[src/rtl/bcd_to_bin_seq_if.sv]
// Handshake bundle for bcd_to_bin_seq: BCD word in, binary result plus flags out.
// dat_gray_o exists only when BCD2BIN_GRAY_EN is defined.
interface bcd_to_bin_seq_if #(
  parameter int DIGITS = 4,
  parameter int BIN_W  = 14
);
  logic                  in_valid_i;
  logic                  in_ready_o;
  logic [4*DIGITS-1:0]   dat_bcd_i;
  logic                  out_valid_o;
  logic                  out_ready_i;
  logic [BIN_W-1:0]      dat_bin_o;
  logic                  err_o;
  logic                  ovf_o;
`ifdef BCD2BIN_GRAY_EN
  logic [BIN_W-1:0]      dat_gray_o;
`endif

  // Converter side.
  modport slave (
    input  in_valid_i, dat_bcd_i, out_ready_i,
    output in_ready_o, out_valid_o, dat_bin_o, err_o, ovf_o
`ifdef BCD2BIN_GRAY_EN
    , output dat_gray_o
`endif
  );

  // Producer/consumer side.
  modport master (
    output in_valid_i, dat_bcd_i, out_ready_i,
    input  in_ready_o, out_valid_o, dat_bin_o, err_o, ovf_o
`ifdef BCD2BIN_GRAY_EN
    , input dat_gray_o
`endif
  );
endinterface

[src/rtl/bcd_to_bin_seq.sv]
// Sequential BCD-to-binary converter: one multiply-by-10-and-add per cycle, MSD first.
// Optional Gray-coded result output enabled by defining BCD2BIN_GRAY_EN.
module bcd_to_bin_seq #(
  parameter int DIGITS = 4,
  parameter int BIN_W  = 14
) (
  input  logic             clk_i,
  input  logic             rst_i,
  bcd_to_bin_seq_if.slave  bus
);
  localparam int SR_W   = 4 * DIGITS;
  localparam int FULL_W = BIN_W + 5;
  localparam int CNT_W  = (DIGITS > 1) ? $clog2(DIGITS) : 1;
  localparam logic [CNT_W-1:0] LAST = CNT_W'(DIGITS - 1);

  typedef enum logic [1:0] {IDLE = 2'd0, CONV = 2'd1, DONE = 2'd2} state_t;

  state_t            state_q;
  logic [SR_W-1:0]   shift_q;
  logic [BIN_W-1:0]  acc_q;
  logic [CNT_W-1:0]  cnt_q;
  logic              err_q;
  logic              ovf_q;

  logic [3:0]        dig;
  logic [FULL_W-1:0] step_full;
  logic [BIN_W-1:0]  step_res;
  logic              step_ovf;
  logic              accept;

  // The step is evaluated wide enough that overflow is visible before truncation.
  assign dig       = shift_q[SR_W-1 -: 4];
  assign step_full = FULL_W'(acc_q) * FULL_W'(10) + FULL_W'(dig);
  assign step_res  = step_full[BIN_W-1:0];
  assign step_ovf  = |step_full[FULL_W-1:BIN_W];
  assign accept    = (state_q == IDLE) && !rst_i && bus.in_valid_i;

  always_ff @(posedge clk_i) begin
    if (rst_i) begin
      state_q <= IDLE;
      shift_q <= '0;
      acc_q   <= '0;
      cnt_q   <= '0;
      err_q   <= 1'b0;
      ovf_q   <= 1'b0;
    end else begin
      case (state_q)
        IDLE: begin
          if (accept) begin
            shift_q <= bus.dat_bcd_i;
            acc_q   <= '0;
            cnt_q   <= '0;
            err_q   <= 1'b0;
            ovf_q   <= 1'b0;
            state_q <= CONV;
          end
        end
        CONV: begin
          acc_q   <= step_res;
          err_q   <= err_q | (dig > 4'd9);
          ovf_q   <= ovf_q | step_ovf;
          shift_q <= shift_q << 4;
          cnt_q   <= cnt_q + CNT_W'(1);
          if (cnt_q == LAST) state_q <= DONE;
        end
        DONE: begin
          if (bus.out_ready_i) state_q <= IDLE;
        end
        default: state_q <= IDLE;
      endcase
    end
  end

`ifdef BCD2BIN_GRAY_EN
  logic [BIN_W-1:0] gray_q;

  always_ff @(posedge clk_i) begin
    if (rst_i) begin
      gray_q <= '0;
    end else if (state_q == CONV && cnt_q == LAST) begin
      gray_q <= step_res ^ (step_res >> 1);
    end
  end

  assign bus.dat_gray_o = gray_q;
`endif

  assign bus.in_ready_o  = (state_q == IDLE) && !rst_i;
  assign bus.out_valid_o = (state_q == DONE);
  assign bus.dat_bin_o   = acc_q;
  assign bus.err_o       = err_q;
  assign bus.ovf_o       = ovf_q;
endmodule
[src/flat_wrapper.sv]
// flat-port wrapper written by rule: the top's interface ports become plain ports
module bcd_to_bin_seq_flat 
#(
  parameter int DIGITS = 4,
  parameter int BIN_W  = 14
)
  (clk_i, rst_i, bus_in_valid_i, bus_dat_bcd_i, bus_out_ready_i, bus_in_ready_o, bus_out_valid_o, bus_dat_bin_o, bus_err_o, bus_ovf_o);
  bcd_to_bin_seq_if #(.DIGITS(DIGITS), .BIN_W(BIN_W)) bus_i ();
  input  logic clk_i;
  input  logic rst_i;
  input wire logic [$bits(bus_i.in_valid_i)-1:0] bus_in_valid_i;
  input wire logic [$bits(bus_i.dat_bcd_i)-1:0] bus_dat_bcd_i;
  input wire logic [$bits(bus_i.out_ready_i)-1:0] bus_out_ready_i;
  output wire logic [$bits(bus_i.in_ready_o)-1:0] bus_in_ready_o;
  output wire logic [$bits(bus_i.out_valid_o)-1:0] bus_out_valid_o;
  output wire logic [$bits(bus_i.dat_bin_o)-1:0] bus_dat_bin_o;
  output wire logic [$bits(bus_i.err_o)-1:0] bus_err_o;
  output wire logic [$bits(bus_i.ovf_o)-1:0] bus_ovf_o;
  assign bus_i.in_valid_i = bus_in_valid_i;
  assign bus_i.dat_bcd_i = bus_dat_bcd_i;
  assign bus_i.out_ready_i = bus_out_ready_i;
  assign bus_in_ready_o = bus_i.in_ready_o;
  assign bus_out_valid_o = bus_i.out_valid_o;
  assign bus_dat_bin_o = bus_i.dat_bin_o;
  assign bus_err_o = bus_i.err_o;
  assign bus_ovf_o = bus_i.ovf_o;
  bcd_to_bin_seq #(.DIGITS(DIGITS), .BIN_W(BIN_W)) u_core (.clk_i(clk_i), .rst_i(rst_i), .bus(bus_i));
endmodule
[config.mk]
export PLATFORM = sky130hd
export DESIGN_NAME = bcd_to_bin_seq_flat
export DESIGN_NICKNAME = d
export VERILOG_FILES = /design/src/rtl/bcd_to_bin_seq_if.sv /design/src/rtl/bcd_to_bin_seq.sv /design/src/flat_wrapper.sv
export SDC_FILE = /design/constraint.sdc
export NUM_CORES = 1
export LEC_CHECK = 0
export BUFFER_PORTS_ARGS = -buffer_cell sky130_fd_sc_hd__buf_2
export CORE_ASPECT_RATIO = 1.2
export CORE_MARGIN = 5
export CORE_UTILIZATION = 51
export CTS_BUF_LIST = sky130_fd_sc_hd__clkbuf_4 sky130_fd_sc_hd__clkbuf_8
export DETAILED_ROUTE_END_ITERATION = 10
export GPL_TIMING_DRIVEN = 0
export PLACE_DENSITY = 0.73
export SYNTH_ARGS = -nofsm -noshare
export SYNTH_HDL_FRONTEND = slang
export SYNTH_SLANG_ARGS = --single-unit
export TNS_END_PERCENT = 30
[constraint.sdc]
create_clock -name clk_i -period 3.5 [get_ports clk_i]
set_clock_uncertainty 0.1 [all_clocks]
set_input_delay 0.7 -clock clk_i [delete_from_list [all_inputs] [get_ports clk_i]]
set_output_delay 0.7 -clock clk_i [all_outputs]
set_load 0.02 [all_outputs]
==> impl_metrics.prom <==
# TYPE chip_impl_metric gauge
chip_impl_metric{name="seq_power_share",unit=""} 0.492
chip_impl_info{name="setup_repair_after_global_routing_missed_its_margin",value="no"} 1
chip_impl_metric{name="grt_start_max_net_pins",unit=""} 12
chip_impl_info{name="critPathKind",value="register to register"} 1
chip_impl_metric{name="power.net_switching",unit="mW"} 0.265
chip_impl_metric{name="post-cts-setup-buffer-count",unit=""} 0
chip_impl_metric{name="routed_via_density",unit=""} 5.70
chip_impl_metric{name="ctsHoldBuffers",unit=""} 0
chip_impl_metric{name="grt_first_pass_wirelength",unit="mm"} 10.4
chip_impl_metric{name="share_clk_of_total_power",unit=""} 0.325
chip_impl_metric{name="swShare",unit=""} 0.289
chip_impl_metric{name="detail_route.wirelength",unit="mm"} 5.92
chip_impl_metric{name="dp_cells",unit=""} 422
chip_impl_metric{name="postRouteAntennaNets",unit=""} 0
chip_impl_info{name="critical_path.endpoint_type",value="register"} 1
chip_impl_metric{name="netlist_cell_types",unit=""} 50
chip_impl_metric{name="critical_path_peak_fanout",unit=""} 5
chip_impl_metric{name="min_period_over_period",unit=""} 0.915
chip_impl_metric{name="design.core.area",unit="um2"} 4870
chip_impl_metric{name="h-tree-depth",unit=""} 2
chip_impl_metric{name="synth_to_layout_area_growth",unit="%"} 14.3
chip_impl_metric{name="synth-edff-count",unit=""} 0
chip_impl_metric{name="antenna_found_initial",unit=""} 0
chip_impl_info{name="synthDominantAreaCellType",value="dfxtp_1"} 1
chip_impl_metric{name="first_pass_iters",unit=""} 4
chip_impl_metric{name="post_route_cells_drive_above_1_share",unit=""} 0.157
chip_impl_metric{name="route.detailed.drc",unit=""} 0
chip_impl_metric{name="fin_util",unit=""} 0.593
chip_impl_metric{name="dieArea",unit="um2"} 6470
chip_impl_metric{name="share_comb_of_total_power",unit=""} 0.183
chip_impl_metric{name="synth-async-reset-ratio",unit=""} 0
chip_impl_metric{name="starting_density",unit=""} 0.519
chip_impl_metric{name="placement_rows",unit=""} 28
chip_impl_info{name="synth-main-ff-cell",value="dfxtp_1"} 1
chip_impl_metric{name="track_usage",unit=""} 0.200
chip_impl_metric{name="report.final.hold_viol_count",unit=""} 0
chip_impl_metric{name="synth.yosys.seq_area_share",unit=""} 0.285
chip_impl_metric{name="timing.final.max_slew_violations",unit=""} 0
chip_impl_metric{name="clock_tree.buffer_depth",unit=""} 2
chip_impl_info{name="cpMostUsedCell",value="ha_1"} 1
chip_impl_info{name="min_path_type",value="register to register"} 1
chip_impl_metric{name="wire_per_inst",unit="um"} 13.8
chip_impl_metric{name="syn-cell-area",unit="um2"} 2530
chip_impl_metric{name="critical_path_required_time",unit="ps"} 3570
chip_impl_metric{name="dpl.hpwl",unit="mm"} 4.64
chip_impl_info{name="cts_root_buf",value="clkbuf_8"} 1
chip_impl_metric{name="ir_worst_vdd",unit="mV"} 0.318
chip_impl_metric{name="hold-worst-slack",unit="ps"} 354
chip_impl_metric{name="tritoncts.num_buffers",unit=""} 5
chip_impl_metric{name="globalplace.congestion",unit=""} 0.860
chip_impl_metric{name="design.portCount",unit=""} 38
chip_impl_metric{name="design.final.nets",unit=""} 419
chip_impl_metric{name="vias",unit=""} 2452
chip_impl_metric{name="leakagePower",unit="nW"} 1.33
chip_impl_metric{name="intPower",unit="mW"} 0.654
chip_impl_metric{name="die_h",unit="um"} 87.1
chip_impl_metric{name="setup_total_negative_slack",unit="ps"} 0
chip_impl_metric{name="min_period",unit="ps"} 3200
chip_impl_metric{name="worstSkewPairLatency",unit="ps"} 280
chip_impl_metric{name="grt_overflow_total",unit=""} 0
chip_impl_metric{name="timing.final.setup_violations",unit=""} 0
chip_impl_metric{name="worst_setup_hold_path_clk_slew",unit="ps"} 70
chip_impl_metric{name="yosys_register_bits",unit=""} 36
chip_impl_metric{name="cellPowerDensity",unit="nW/um2"} 318
chip_impl_metric{name="syn_nets",unit=""} 376
chip_impl_metric{name="arrival_time_of_data_at_the_critical_path_endpoint",unit="ps"} 3270
chip_impl_metric{name="drv.max_cap_violation_count",unit=""} 0
chip_impl_info{name="tritoncts",value="done"} 1
chip_impl_metric{name="layout_setup_ws",unit="ps"} 299
chip_impl_metric{name="port-buffer-count",unit=""} 36
chip_impl_info{name="worstSetupStartpointType",value="register"} 1
chip_impl_metric{name="layoutNonFillerInstCount",unit=""} 430
chip_impl_metric{name="synth_top_area_share",unit=""} 0.285
chip_impl_metric{name="first_iter_violations",unit=""} 107
chip_impl_metric{name="final_design_area_no_fill",unit="um2"} 2890
chip_impl_metric{name="clock_sinks",unit=""} 36
chip_impl_info{name="status",value="complete, no violations"} 1
chip_impl_metric{name="timing.critical_path.slowest_cell_delay",unit="ps"} 410
chip_impl_metric{name="max_clock_freq",unit="MHz"} 312
chip_impl_info{name="critical_path.slowest_cell",value="fa_1"} 1
chip_impl_metric{name="yosysWarningCount",unit=""} 0
chip_impl_metric{name="placed_area",unit="um2"} 2780
chip_impl_metric{name="postSynthCellCount",unit=""} 326
chip_impl_metric{name="die_x",unit="um"} 74.3
chip_impl_info{name="synth_top_cells_by_area",value="dfxtp_1 (29%), ha_1 (14%), nor2_1 (8.0%)"} 1
chip_impl_metric{name="tightestPinTransition",unit="ps"} 546
chip_impl_metric{name="max_slew_margin",unit=""} 0.633
chip_impl_metric{name="grt_pass1_vias",unit=""} 2406
chip_impl_metric{name="post-layout-total-power",unit="mW"} 0.919
chip_impl_metric{name="inserted_diodes",unit=""} 0
chip_impl_info{name="path_cells",value="ha_1 -> ha_1 -> inv_1 -> fa_1 -> xor2_1 -> nor4_2 -> nand3_1 -> nor4_4 -> and4_1 -> a2111oi_1 -> or3_1"} 1
chip_impl_metric{name="avgSynthCellArea",unit="um2"} 7.75
chip_impl_metric{name="dpl_worst_slack",unit="ps"} 198
[cell usage after synthesis, types with 4 or more instances]
library cell,n
a21oi_1,30
clkbuf_1,12
dfxtp_1,36
ha_1,28
inv_1,9
nand2_1,33
nand2b_1,5
nand3_1,19
nor2_1,54
nor2b_1,5
nor3_1,6
nor4_1,15
o211ai_1,4
o21ai_0,7
or3_1,4
xnor2_1,7
xor2_1,8
[worst paths after layout]
kind | from | endpoint | slack [ps] | cells past startpoint
max | u_core.bus.dat_bin_o[1]$_SDFFE_PP0P_ | u_core.bus.ovf_o$_SDFFE_PP0P_ | 300 | 11
min reg2reg | u_core.shift_q[12]$_SDFFE_PP0P_ | u_core.bus.dat_bin_o[0]$_SDFFE_PP0P_ | 350 | 2
max reg2reg | u_core.bus.dat_bin_o[1]$_SDFFE_PP0P_ | u_core.bus.ovf_o$_SDFFE_PP0P_ | 300 | 11
min | u_core.shift_q[12]$_SDFFE_PP0P_ | u_core.bus.dat_bin_o[0]$_SDFFE_PP0P_ | 350 | 2
[layout by cell type, fill, tap and decap left out, types with 9 or more instances in the layout]
| cell | count |
|---|---|
| buf_2 | 36 |
| nand2_1 | 33 |
| a21oi_1 | 30 |
| ha_1 | 28 |
| nor4_1 | 13 |
| inv_1 | 9 |
| nand3_1 | 19 |
| nor2_1 | 54 |
| dfxtp_1 | 36 |
| clkbuf_1 | 12 |
[power groups by stage]
stage	Sequential [mW]	Combinational (mW)	Clock (mW)
2_1_floorplan	0.465	0.114	0
3_3_place_gp	0.461	0.163	0
3_5_place_dp	0.462	0.167	0
4_1_cts	0.452	0.168	0.308
5_1_grt	0.455	0.191	0.332
6_report	0.452	0.168	0.299
[layer usage]
layer | share of wire | GRT usage | vias to the layer above
li1 | - | - | 1255
met1 | 0.45 | 0.239 | 1131
met2 | 0.50 | 0.361 | 56
met3 | 0.035 | 0.0300 | 10
met4 | 0.018 | 0.0631 | 0
met5 | 0 | 0 | -
[what timing repair did]
| item | 4_1_cts | 5_1_grt |
|---|---|---|
| endpoints found under the setup margin | 0 | 2 |
| resized for setup | 0 | 2 |
| hold endpoints to repair | 0 | 0 |
[logic make-up (layout without fill, tap and decap cells)]
logic type               after synthesis  in the layout  share of synthesized area
AND/OR/NAND/NOR                      153            153                      0.290
AO/OA/AOI/OAI                         66             66                      0.177
flip-flops                            36             36                      0.285
adder cells (fa/ha/maj)               30             30                      0.154
buffers and inverters                 25             69                     0.0376
XOR/XNOR                              15             15                     0.0520
multiplexers                           1              1                    0.00396
[critical path: cells and delay by family (launching register included)]
kind,cells,cell delay (ps)
AO/OA/AOI/OAI,1,90
AND/OR/NAND/NOR,5,1350
buffers and inverters,1,60
adder cells (fa/ha/maj),3,900
flip-flops,1,370
XOR/XNOR,1,200
[cell type report]
class                           count  area, um2
Clock inverter                      2       10.0
Inverter                            9       33.8
Timing Repair Buffer               36        180
Tap cell                           60       75.1
Clock buffer                        6       82.6
Fill cell                         455       1980
Sequential cell                    36        721
Multi-Input combinational cell    265       1720
Buffer                             16       61.3
[flip-flops by register name (all words and copies together), names as in the netlist]
signal,cells
u_core.cnt_q,2
u_core.shift_q,16
u_core.bus.dat_bin_o,14
u_core.bus.err_o,1
u_core.state_q,2
u_core.bus.ovf_o,1
(Power assumes the default switching activity.)
